--- src/rtl/serial_complement_sub_ctrl.sv ---
// serial_complement_sub_ctrl: bit-serial two's-complement negate (0 + ~A + 1) or subtract (A + ~B + 1),
// one full-adder cell plus a carry flip-flop, LSB first, start/ready/done handshake.
module serial_complement_sub_ctrl #(
  parameter int WIDTH = 6,
  parameter int CW = 3
) (
  input  logic             clk,
  input  logic             reset,
  input  logic             start,
  input  logic             abort,
  input  logic             op,
  input  logic [WIDTH-1:0] a,
  input  logic [WIDTH-1:0] b,
  output logic             ready,
  output logic             busy,
  output logic             done,
  output logic [WIDTH-1:0] result,
  output logic             carry_out,
  output logic             borrow,
  output logic             overflow
);
  typedef enum logic [1:0] {IDLE, RUN, DONE} state_t;
  state_t state;
  logic [WIDTH-1:0] sa, sb;
  logic [CW-1:0] cnt;
  logic c, op_r, x, y, s, cn, last;
  assign x = op_r & sa[0];
  assign y = ~sb[0];
  assign s = x ^ y ^ c;
  assign cn = (x & y) | (c & (x ^ y));
  assign last = cnt == CW'(WIDTH - 1);
  // on the MSB edge c still holds the carry into the MSB, so overflow needs no extra register
  always_ff @(posedge clk or posedge reset) begin
    if (reset) begin
      state <= IDLE;
      ready <= 1'b1;
      busy <= 1'b0;
      done <= 1'b0;
      result <= '0;
      carry_out <= 1'b0;
      borrow <= 1'b0;
      overflow <= 1'b0;
      sa <= '0;
      sb <= '0;
      cnt <= '0;
      c <= 1'b0;
      op_r <= 1'b0;
    end else begin
      case (state)
        IDLE: if (start && !abort) begin
          state <= RUN;
          ready <= 1'b0;
          busy <= 1'b1;
          sa <= a;
          sb <= op ? b : a;
          op_r <= op;
          c <= 1'b1;
          cnt <= '0;
          result <= '0;
          carry_out <= 1'b0;
          borrow <= 1'b0;
          overflow <= 1'b0;
        end
        RUN: if (abort) begin
          state <= IDLE;
          ready <= 1'b1;
          busy <= 1'b0;
          result <= '0;
          carry_out <= 1'b0;
          borrow <= 1'b0;
          overflow <= 1'b0;
        end else begin
          result <= {s, result[WIDTH-1:1]};
          sa <= sa >> 1;
          sb <= sb >> 1;
          c <= cn;
          cnt <= cnt + 1'b1;
          if (last) begin
            state <= DONE;
            busy <= 1'b0;
            done <= 1'b1;
            carry_out <= cn;
            overflow <= c ^ cn;
            borrow <= op_r & ~cn;
          end
        end
        default: begin
          state <= IDLE;
          done <= 1'b0;
          ready <= 1'b1;
        end
      endcase
    end
  end
endmodule

--- config.mk ---
export PLATFORM = sky130hd
export DESIGN_NAME = serial_complement_sub_ctrl
export DESIGN_NICKNAME = d
export VERILOG_FILES = /design/src/rtl/serial_complement_sub_ctrl.sv
export SDC_FILE = /design/constraint.sdc
export NUM_CORES = 1
export LEC_CHECK = 0
export ABC_AREA = 1
export CORE_UTILIZATION = 30
export CTS_CLUSTER_SIZE = 14
export DETAILED_ROUTE_END_ITERATION = 8
export GPL_ROUTABILITY_DRIVEN = 0
export PLACE_DENSITY = 0.48
export REMOVE_ABC_BUFFERS = 1
export SETUP_SLACK_MARGIN = 0.3
export SLEW_MARGIN = 15
export SYNTH_ARGS = -nofsm -noshare
export SYNTH_HDL_FRONTEND = slang
export SYNTH_SLANG_ARGS = --single-unit
--- constraint.sdc ---
create_clock -name clk -period 4.2 [get_ports clk]
set_clock_uncertainty 0.05 [all_clocks]
set_input_delay 1.26 -clock clk [delete_from_list [all_inputs] [get_ports clk]]
set_output_delay 1.26 -clock clk [all_outputs]
set_load 0.05 [all_outputs]
-- After elaboration in Yosys (flattened, before gate mapping)
Cells that the tools add are included.
- word-level logic and storage cells: 81
- input bits: 17
- flip-flop bits (word level): 31
- equality and inequality tests: 7
- bitwise operators: 11
- reductions and logical operators: 11
- $add $sub $neg: 1
- muxes and demuxes: 38
- operators with widths (cell ; count):
    $mux 6 ; 7
    $pmux 6 s2 ; 3
    $mux 1 ; 14
    $pmux 1 s2 ; 7
    $reduce_and 3->1 ; 3
    $ne 2x2->1 const B ; 4
    $reduce_and 2->1 ; 4
    $mux 2 ; 3
    $mux 3 ; 2
    $pmux 3 s2 ; 1
    $and 1x1->1 ; 4
    $pmux 2 s2 ; 1
    $add 3x1->3 const B ; 1
    $eq 3x3->1 const B ; 1
    $ne 3x3->1 const B ; 1
    $not 1->1 ; 3
    $xor 1x1->1 ; 3
    $eq 2x1->1 const B ; 1
    $logic_not 2->1 ; 1
    $reduce_bool 2->1 ; 1
    $logic_and 1x1->1 ; 1
    $logic_not 1->1 ; 1
    $or 1x1->1 ; 1

-- Logic depth before layout (Yosys ltp)
- depth in word-level cells: 9
- mapped depth: 8
- gate-level depth less buffers: 8

-- Worst setup path before layout
No wires, ideal clock.
- path type: input to register
- start point: in abort
- end point: reg overflow
- arrival time: 1.944 ns
- cell stages on the path: 6
- buffers on the path: 1
- slack: 2.140 ns
- setup time: 0.066 ns
- cell sequence: inv_1 > nand3_2 > buf_4 > nor2_1 > nand3_1 > nand2_1
- word-level cells in the longest chain between the ends: 4
- elaborated cells between the ends (all ways): 7
- RTL lines (what ; line ; source):
    start, declared ; 10 ; input logic abort,
    $logic_not 1->1 ; 50 ; IDLE: if (start && !abort) begin
    $logic_and 1x1->1 ; 50 ;
    $ne 2x2->1 (no line) ; -- ;
    $reduce_and 3->1 (no line) ; -- ;
    end signal, assigned ; 83 ; overflow <= c ^ cn;
    end, declared ; 20 ; output logic overflow
Parallel ways exist; a longest one is shown, timed or not.
A chain may end at the register's enable or synchronous reset.

-- Worst setup path after layout
- start point: reg ready
- end point: out ready
- RTL lines (what ; line ; source):
    start, declared ; 14 ; output logic ready,
    start signal, assigned ; 36 ; ready <= 1'b1;
    start signal, assigned ; 52 ; ready <= 1'b0;
    start signal, assigned ; 66 ; ready <= 1'b1;
No word-level cell between the ends.

==> results by group <==
CTS
  • Num CTS Buffers: 5
  • CTS tree: built
  • Postcts setup bufs: 0
  • Clk buf depth: 2
  • # resized after CTS: 0
  • Htree depth: 2
  • Total clock sinks: 31
  • Clock root cell: clkbuf_8
  • Clock-pin transition on the worst setup and hold timing paths: 70 ps
  • Clock Latency Late Sink: 280 ps
  • # hold bufs at CTS: 0

Critical path
  • Critical Path Sink Type: output pin
  • Crit-path leading delay family: buffers and inverters
  • Crit path max fanout: 2
  • Crit path buf inv count: 1
  • Crit path largest cell delay: 790 ps
  • Crit path cell chain: clkdlybuf4s50_1
  • R2R depth: 5
  • Critical Path RT: 2890 ps
  • FF-to-FF End: c$_DFFE_PP0P_
  • CP startpoint kind: register
  • Critical R2R Launch: state[1]$_DFFE_PP0P_
  • R2R setup slack: 2500 ps
  • Worst path slowest cell: clkdlybuf4s50_1
  • CP Class: reg -> out
  • Critical Path AT: 1600 ps

Detailed routing
  • Wire per inst: 11.9 µm
  • Initial DRC count: 74
  • Routed WL: 3.31 mm
  • DR vias/cell: 4.62
  • Post-DRT Antenna Nets: 0
  • DRC: 0
  • Via count: 1288
  • Initial DRT Pass Iterations: 4

Placed design
  • Worst slack, placed: 1150 ps
  • Final HPWL DP: 2.29 mm
  • Port Buffer Count: 28

Timing
  • Final Hold Vio Count: 0
  • Fmax: 0.344 GHz
  • Minimum clock period: 2910 ps
  • Relative slew margins: 66.5%
  • Hold slack: 420 ps
  • Worst setup margin: 1290 ps
  • Max-slew violations: 0
  • Setup violations, final: 0
  • Total Neg Setup Slack: 0 ps
  • Worst Max-Slew Pin Slew: 500 ps
  • RSZ-0062 raised after global routing: no
  • Fin crit share: 69.2%

Cells and area
  • Layout cell share with drive strength beyond 1: 8.96%
  • Fill count: 522
  • Most common cell after layout, fill and taps aside: nand2_1
  • Antenna cells: 0
  • P&R area growth vs syn: 26.8%
  • Sequential cell area: 777 µm²
  • Area of the multi-input gates: 632 µm²
  • Most frequent cells in the layout: 50 x nand2_1, 30 x dfrtp_1, 28 x clkdlybuf4s50_1
  • Nets: 231

Global route
  • Gr busiest metal: met2
  • First-pass GRT wire length: 5.69 mm
  • Largest net degree at the start of global routing: 32
  • Initial antenna violation count: 0
  • GR Overflow Total: 0
  • GRT Total Usage: 14.2%
  • Met1 Track Usage GR: 18.6%
  • Met2 Usage GRT: 22.1%
  • GRT met3 Usage: 4.12%
  • Vias in the first global route: 1228

Floorplanning
  • Top-Level Pins: 29
  • Die Y-Extent: 73.3 µm
  • Die W: 73.3 µm
  • Core Box Area: 4820 µm²
  • Starting density of the core: 31.6%
  • Die Area: 5370 µm²
  • Row count: 25

Power and ir drop
  • Peak supply drop: 0.192 mV
  • Leak pwr: 0.923 nW
  • PwrDens: 451 nW/µm²

Min path
  • Hold Crit Class: reg -> reg
  • Worst hold endpoint: busy$_DFFE_PP0P_
  • Hold depth: 2
  • Hold Startpoint: busy$_DFFE_PP0P_

Synthesis
  • Sequential area share after synthesis: 51.0%
  • Yosys warns: 0
  • Mapped Area: 1520 µm²
  • Mapped Avg Cell Area: 8.42 µm²
  • Library cells used by synthesis: 25
  • Syn Inst Count: 181
  • Seq cells post-synth: 31

Flow run
  • Max-Cap Viols: 0

Status
  • Status: completed
power breakdown:
| part | internal, mW | total [mW] | switching [mW] |
|---|---|---|---|
| Clock | 0.116 | 0.227 | 0.111 |
| Combinational | 0.0956 | 0.257 | 0.162 |
| Sequential | 0.357 | 0.388 | 0.0310 |
routing by layer:
layer	routed length [µm]	vias up
li1	-	643
met2	1510	29
met5	0	-
met1	1610	611
met3	134	5
met4	53	0
worst reg2reg max path: cells and delay by family, from the launching register on:
| family | cells | cell delay (ps) |
|---|---|---|
| compound gates | 2 | 230 |
| buf+inv | 1 | 120 |
| flops | 1 | 450 |
| simple gates | 2 | 750 |
how the worst max path moves through the flow:
stage | start | endpoint | slack, ps | cells after the start
floorplan | abort | c$_DFFE_PP0P_ | 1940 | 5
global placement | abort | c$_DFFE_PP0P_ | 1230 | 6
detailed placement | abort | c$_DFFE_PP0P_ | 1150 | 6
CTS | ready$_DFFE_PP1P_ | ready | 1280 | 1
global route | ready$_DFFE_PP1P_ | ready | 1240 | 1
finish | ready$_DFFE_PP1P_ | ready | 1290 | 1
cell type report:
| cell class | instances | share of cell area [%] |
|---|---|---|
| clock buffer | 7 | 3.95 |
| clock inverter | 1 | 0.259 |
| inverter | 19 | 3.69 |
| multi-input combinational | 125 | 32.7 |
| sequential | 31 | 40.2 |
| tap | 67 | 4.34 |
| timing repair buffer | 29 | 14.9 |
metrics by stage:
stage / area, µm² / total power [mW] / util (%) / std cells
floorplan: 1480 / 0.565 / - / 175
global placement: 1850 / 0.647 / 38.4 / 271
detailed placement: 1850 / 0.653 / 38.4 / 271
CTS: 1930 / 0.884 / 40.1 / 279
global route: 1930 / 0.935 / 40.1 / 279
finish: 1930 / 0.872 / 40.1 / 279
flip-flops by register name (all words and copies together), names as in the netlist:
signal,cells
c,1
busy,1
done,1
sa,6
op_r,1
cnt,3
state,2
result,6
overflow,1
sb,6
borrow,1
ready,1
carry_out,1
synthesized netlist by cell type (all sizes together):
cell    n  area, µm²
nand2  52        205
dfrtp  30        751
nand3  27        153
inv    19       71.3
o21ai  16       80.1
nor2   11       48.8
o22ai   7       43.8
buf     6       43.8
or2     5       31.3
ha      2       25.0
nor3    2       10.0
dfstp   1       26.3
fa      1       20.0
nand4   1       6.26
xor2    1       8.76
cell families after synthesis:
kind of cell	share of synthesized area, %
xor+xnor	0.575
buf+inv	7.55
flops	51.0
fa+ha+maj	2.96
compound gates	8.13
simple gates	29.8
Power figures use the tool's default switching activity.
==> edit 1, RTL diff (same settings) <==
Encoding of `state_t`: now one-hot (3 bits for 3 states).
--- a/src/rtl/serial_complement_sub_ctrl.sv
+++ b/src/rtl/serial_complement_sub_ctrl.sv
@@ -19,7 +19,7 @@
   output logic             borrow,
   output logic             overflow
 );
-  typedef enum logic [1:0] {IDLE, RUN, DONE} state_t;
+  typedef enum logic [2:0] {IDLE = 3'b001, RUN = 3'b010, DONE = 3'b100} state_t;
   state_t state;
   logic [WIDTH-1:0] sa, sb;
   logic [CW-1:0] cnt;
Function: no difference found for any inputs over 10 cycles, from zero or initial values and one cycle with reset high; not proved beyond that.
==> edit 1 against the original RTL <==
Sequential cell count is 1 higher. Final area is 8.2% higher. First-iteration DRC count is 39% higher. Total power is 40% higher. Wire length is 12% higher. Area after synthesis is 8.0% higher. Hold slack better by 0.0041 ns. Die area is 7.7% higher. Worst setup slack worse by 0.015 ns. Largest cell class unchanged. Highest routed layer unchanged.
==> edit 1: results (changes against the original RTL) <==
| Metric | Value |
|---|---|
| CTS max path bufs | `2 (unchanged)` |
| # diodes | `0 (unchanged)` |
| Total vias in the final route | `1407 (was 1288)` |
| Pleak | `1.042 nW (was 0.9227 nW)` |
| Vias per cell | `4.481 (was 4.616)` |
| Delay-heaviest family, CP | `buffers and inverters (unchanged)` |
| Switching power share of the total | `39.91% (was 34.79%)` |
| FFs w/ async S/R, synth | `100.0% (unchanged)` |
| Slew @ Worst Pin | `0.7258 ns (was 0.5004 ns)` |
| IO buf count | `28 (unchanged)` |
| Initial antenna violation count | `0 (unchanged)` |
| Synth Instances | `213 (was 181)` |
| Max stage delay cell, worst path | `clkdlybuf4s50_1 (unchanged)` |
| Largest net degree at the start of global routing | `33 (was 32)` |
| Cell Area, Placed | `0.001983 mm^2 (was 0.001852 mm^2)` |
| Worst skew pair latency | `0.28 ns (about the same)` |
| Post-synthesis sequential area ratio | `48.82% (was 50.99%)` |
| Htree depth | `2 (unchanged)` |
| CP max FO | `2 (unchanged)` |
| Nets | `263 (was 231)` |
| Post-CTS setup buffers | `0 (unchanged)` |
| Synthesis Warnings | `0 (unchanged)` |
| GRT Total Usage | `14.60% (was 14.16%)` |
| DRT iter0 DRCs | `103 (was 74)` |
| Pre-CTS setup slack | `1.077 ns (was 1.147 ns)` |
| Worst path arrival time | `1.61 ns` |
| First-pass GRT wire length | `6.762 mm (was 5.692 mm)` |
| Synth cell count leaders | `nand2_1, nand3_1, dfrtp_1 (was nand2_1, dfrtp_1, nand3_1)` |
| Hold Path Class | `register to register (unchanged)` |
| Status | `completed (unchanged)` |
| Yosys cell types | `21 (was 25)` |
| Layout cell share with drive strength beyond 1 | `6.557% (was 8.962%)` |
| DPL Wire Length | `2.581 mm (was 2.291 mm)` |
| CTS root buffer | `clkbuf_8 (unchanged)` |
| WL/cell | `11.84 um (was 11.88 um)` |
| Top cells by area, synth | `dfrtp_1, nand2_1, nand3_1 (unchanged)` |
| Peak VDD IR | `0.2229 mV (was 0.1917 mV)` |
| Cell total after placement | `306 (was 271)` |
| Max stage delay on crit path | `0.79 ns (about the same)` |
| Largest regs | `result (6), sa (6), sb (6) (unchanged)` |
| Total CTS buffers | `5 (unchanged)` |
| Resize count post-CTS | `0 (unchanged)` |
| Vias in the first global route | `1411 (was 1228)` |
| Clock slew at reported path FFs | `0.07 ns (about the same)` |
| Drt pass-1 iters | `4 (unchanged)` |
[edit 1: path summary, 6_finish.rpt]
kind                                               to            startpoint  slack, ns  cells after the start
worst max-delay path                            ready     ready$_DFFE_PP1P_       1.28                      1
worst min-delay path                 busy$_DFFE_PP0P_      busy$_DFFE_PP0P_       0.42                      2
worst max register to register      sb[3]$_DFFE_PP0P_  state[2]$_DFFE_PP0P_       2.40                      6
worst min register to register       busy$_DFFE_PP0P_      busy$_DFFE_PP0P_       0.42                      2
max in group asynchronous        state[0]$_DFFE_PP1P_                 reset       2.45                      3
min in group asynchronous       result[5]$_DFFE_PP0P_                 reset       1.32                      3
[edit 1: layout make-up]
type                       count  area, um^2
fill                         557        3114
sequential                    32       803.3
multi-input combinational    161       748.2
timing repair buffer          30       295.3
tap                           70       87.58
clock buffer                   6       72.57
inverter                      13       48.80
clock inverter                 2       35.03
[edit 1: cell families after synthesis]
family | count (synthesis) | synth area share [%]
simple gates | 146 | 38.63
flops | 32 | 48.82
buf+inv | 20 | 5.703
compound gates | 11 | 3.574
fa+ha+maj | 3 | 2.737
xor+xnor | 1 | 0.5324
[edit 1: power by group through the flow]
stage / combinational (mW) / sequential [mW] / clock [mW]
4_1_cts: 0.466 / 0.469 / 0.302
6_report: 0.459 / 0.468 / 0.293
3_5_place_dp: 0.464 / 0.475 / 0
3_3_place_gp: 0.460 / 0.475 / 0
2_1_floorplan: 0.271 / 0.519 / 0
5_1_grt: 0.519 / 0.480 / 0.313
[edit 1: layer usage]
metal  vias to the layer above  GRT usage (%)  share of wire [%]  wire length [um]
met5                         -              0                  0                 0
met4                         0          5.000                1.3                47
met3                         5          3.234                4.0               150
met2                        36          23.82                 46              1705
met1                       633          19.15                 49              1814
li1                        733              -                  -                 -
==> edit 2, RTL diff (config.mk and constraints unchanged) <==
Made on the original files. Set the parameter `WIDTH` to 12 (it was 6).
--- a/src/rtl/serial_complement_sub_ctrl.sv
+++ b/src/rtl/serial_complement_sub_ctrl.sv
@@ -1,7 +1,7 @@
 // serial_complement_sub_ctrl: bit-serial two's-complement negate (0 + ~A + 1) or subtract (A + ~B + 1),
 // one full-adder cell plus a carry flip-flop, LSB first, start/ready/done handshake.
 module serial_complement_sub_ctrl #(
-  parameter int WIDTH = 6,
+  parameter int WIDTH = 12,
   parameter int CW = 3
 ) (
   input  logic             clk,
Interface: changed (resized a, b and result); port bits go from 29 to 47. The function was not compared with the original's and may differ.
==> edit 2 against the original RTL <==
Non-clock buffer count is 19 higher. Sequential cell count increased by 18. Wire length up 74%. Total power is 68% higher. Via count up 63%. Final area up 58%. Worst setup slack lost 0.025 ns. Core utilization is 0.92 points lower. Cell count rose by 65%. Count of clock-buffer cells in the layout stayed put. Fmax is 0.84% lower. Area after synthesis rose by 59%. Combinational power up 88%. Largest cell class unchanged.
==> edit 2: results (changes against the original RTL) <==
| Metric | Value |
|---|---|
| Status | `completed (unchanged)` |
| Core ar. | `0.007767 mm^2 (was 0.004817 mm^2)` |
| Peak VDD IR | `0.1606 mV (was 0.1917 mV)` |
| Pint | `0.9337 mW (was 0.5690 mW)` |
| Synth Area in Compound Gates | `3.715% (was 8.128%)` |
| Clock slew at reported path FFs | `0.09 ns (was 0.07 ns)` |
| GRT Total Usage | `14.85% (was 14.16%)` |
| Largest regs | `result (12), sa (12), sb (12) (was result (6), sa (6), sb (6))` |
| Top cells by area, synth | `dfrtp_1, nand2_1, nand3_1 (unchanged)` |
| Cell Area, Placed | `0.002943 mm^2 (was 0.001852 mm^2)` |
| Finished Layout Cells | `461 (was 279)` |
| Adder-Cell Fraction of Synth Area | `1.858% (was 2.956%)` |
| Inverters, non-clock | `27 (was 19)` |
| Worst R2R Setup Slack | `2.03 ns (was 2.50 ns)` |
| Hold_ws | `0.4293 ns (was 0.4201 ns)` |
| Sink Count | `49 (was 31)` |
| Synth cell count leaders | `nand2_1, nand3_1, dfrtp_1 (was nand2_1, dfrtp_1, nand3_1)` |
| Hold Path End | `overflow$_DFFE_PP0P_ (was busy$_DFFE_PP0P_)` |
| WL final | `5.765 mm (was 3.314 mm)` |
| Metal2 WL | `2.666 mm (was 1.514 mm)` |
| M1 WL | `2.809 mm (was 1.612 mm)` |
| Cell total after placement | `453 (was 271)` |
| Post-synthesis sequential area ratio | `50.62% (was 50.99%)` |
| Worst path arrival time | `1.62 ns (was 1.60 ns)` |
| Slew @ Worst Pin | `0.9570 ns (was 0.5004 ns)` |
## edit 2: worst max path at each step
stage,start,to,slack (ns),cells past startpoint
2_1_floorplan,reset,borrow$_DFFE_PP0P_,1.72,1
3_3_place_gp,start,c$_DFFE_PP0P_,1.11,6
3_5_place_dp,start,sb[1]$_DFFE_PP0P_,1.07,7
4_1_cts,ready$_DFFE_PP1P_,ready,1.25,1
5_1_grt,ready$_DFFE_PP1P_,ready,1.23,1
6_report,ready$_DFFE_PP1P_,ready,1.27,1
## edit 2: per-layer routing
| layer | track usage [%] | vias to the layer above |
|---|---|---|
| li1 | - | 1085 |
| met1 | 20.04 | 964 |
| met2 | 24.75 | 48 |
| met3 | 2.736 | 4 |
| met4 | 3.255 | 0 |
| met5 | 0 | - |
## edit 2: power groups by stage
stage               clock, mW  combinational (mW)  sequential (mW)
floorplan                   0               0.275            0.741
global placement            0               0.487            0.687
detailed placement          0               0.490            0.688
CTS                     0.316               0.491            0.681
global route            0.337               0.552            0.695
finish                  0.303               0.482            0.681
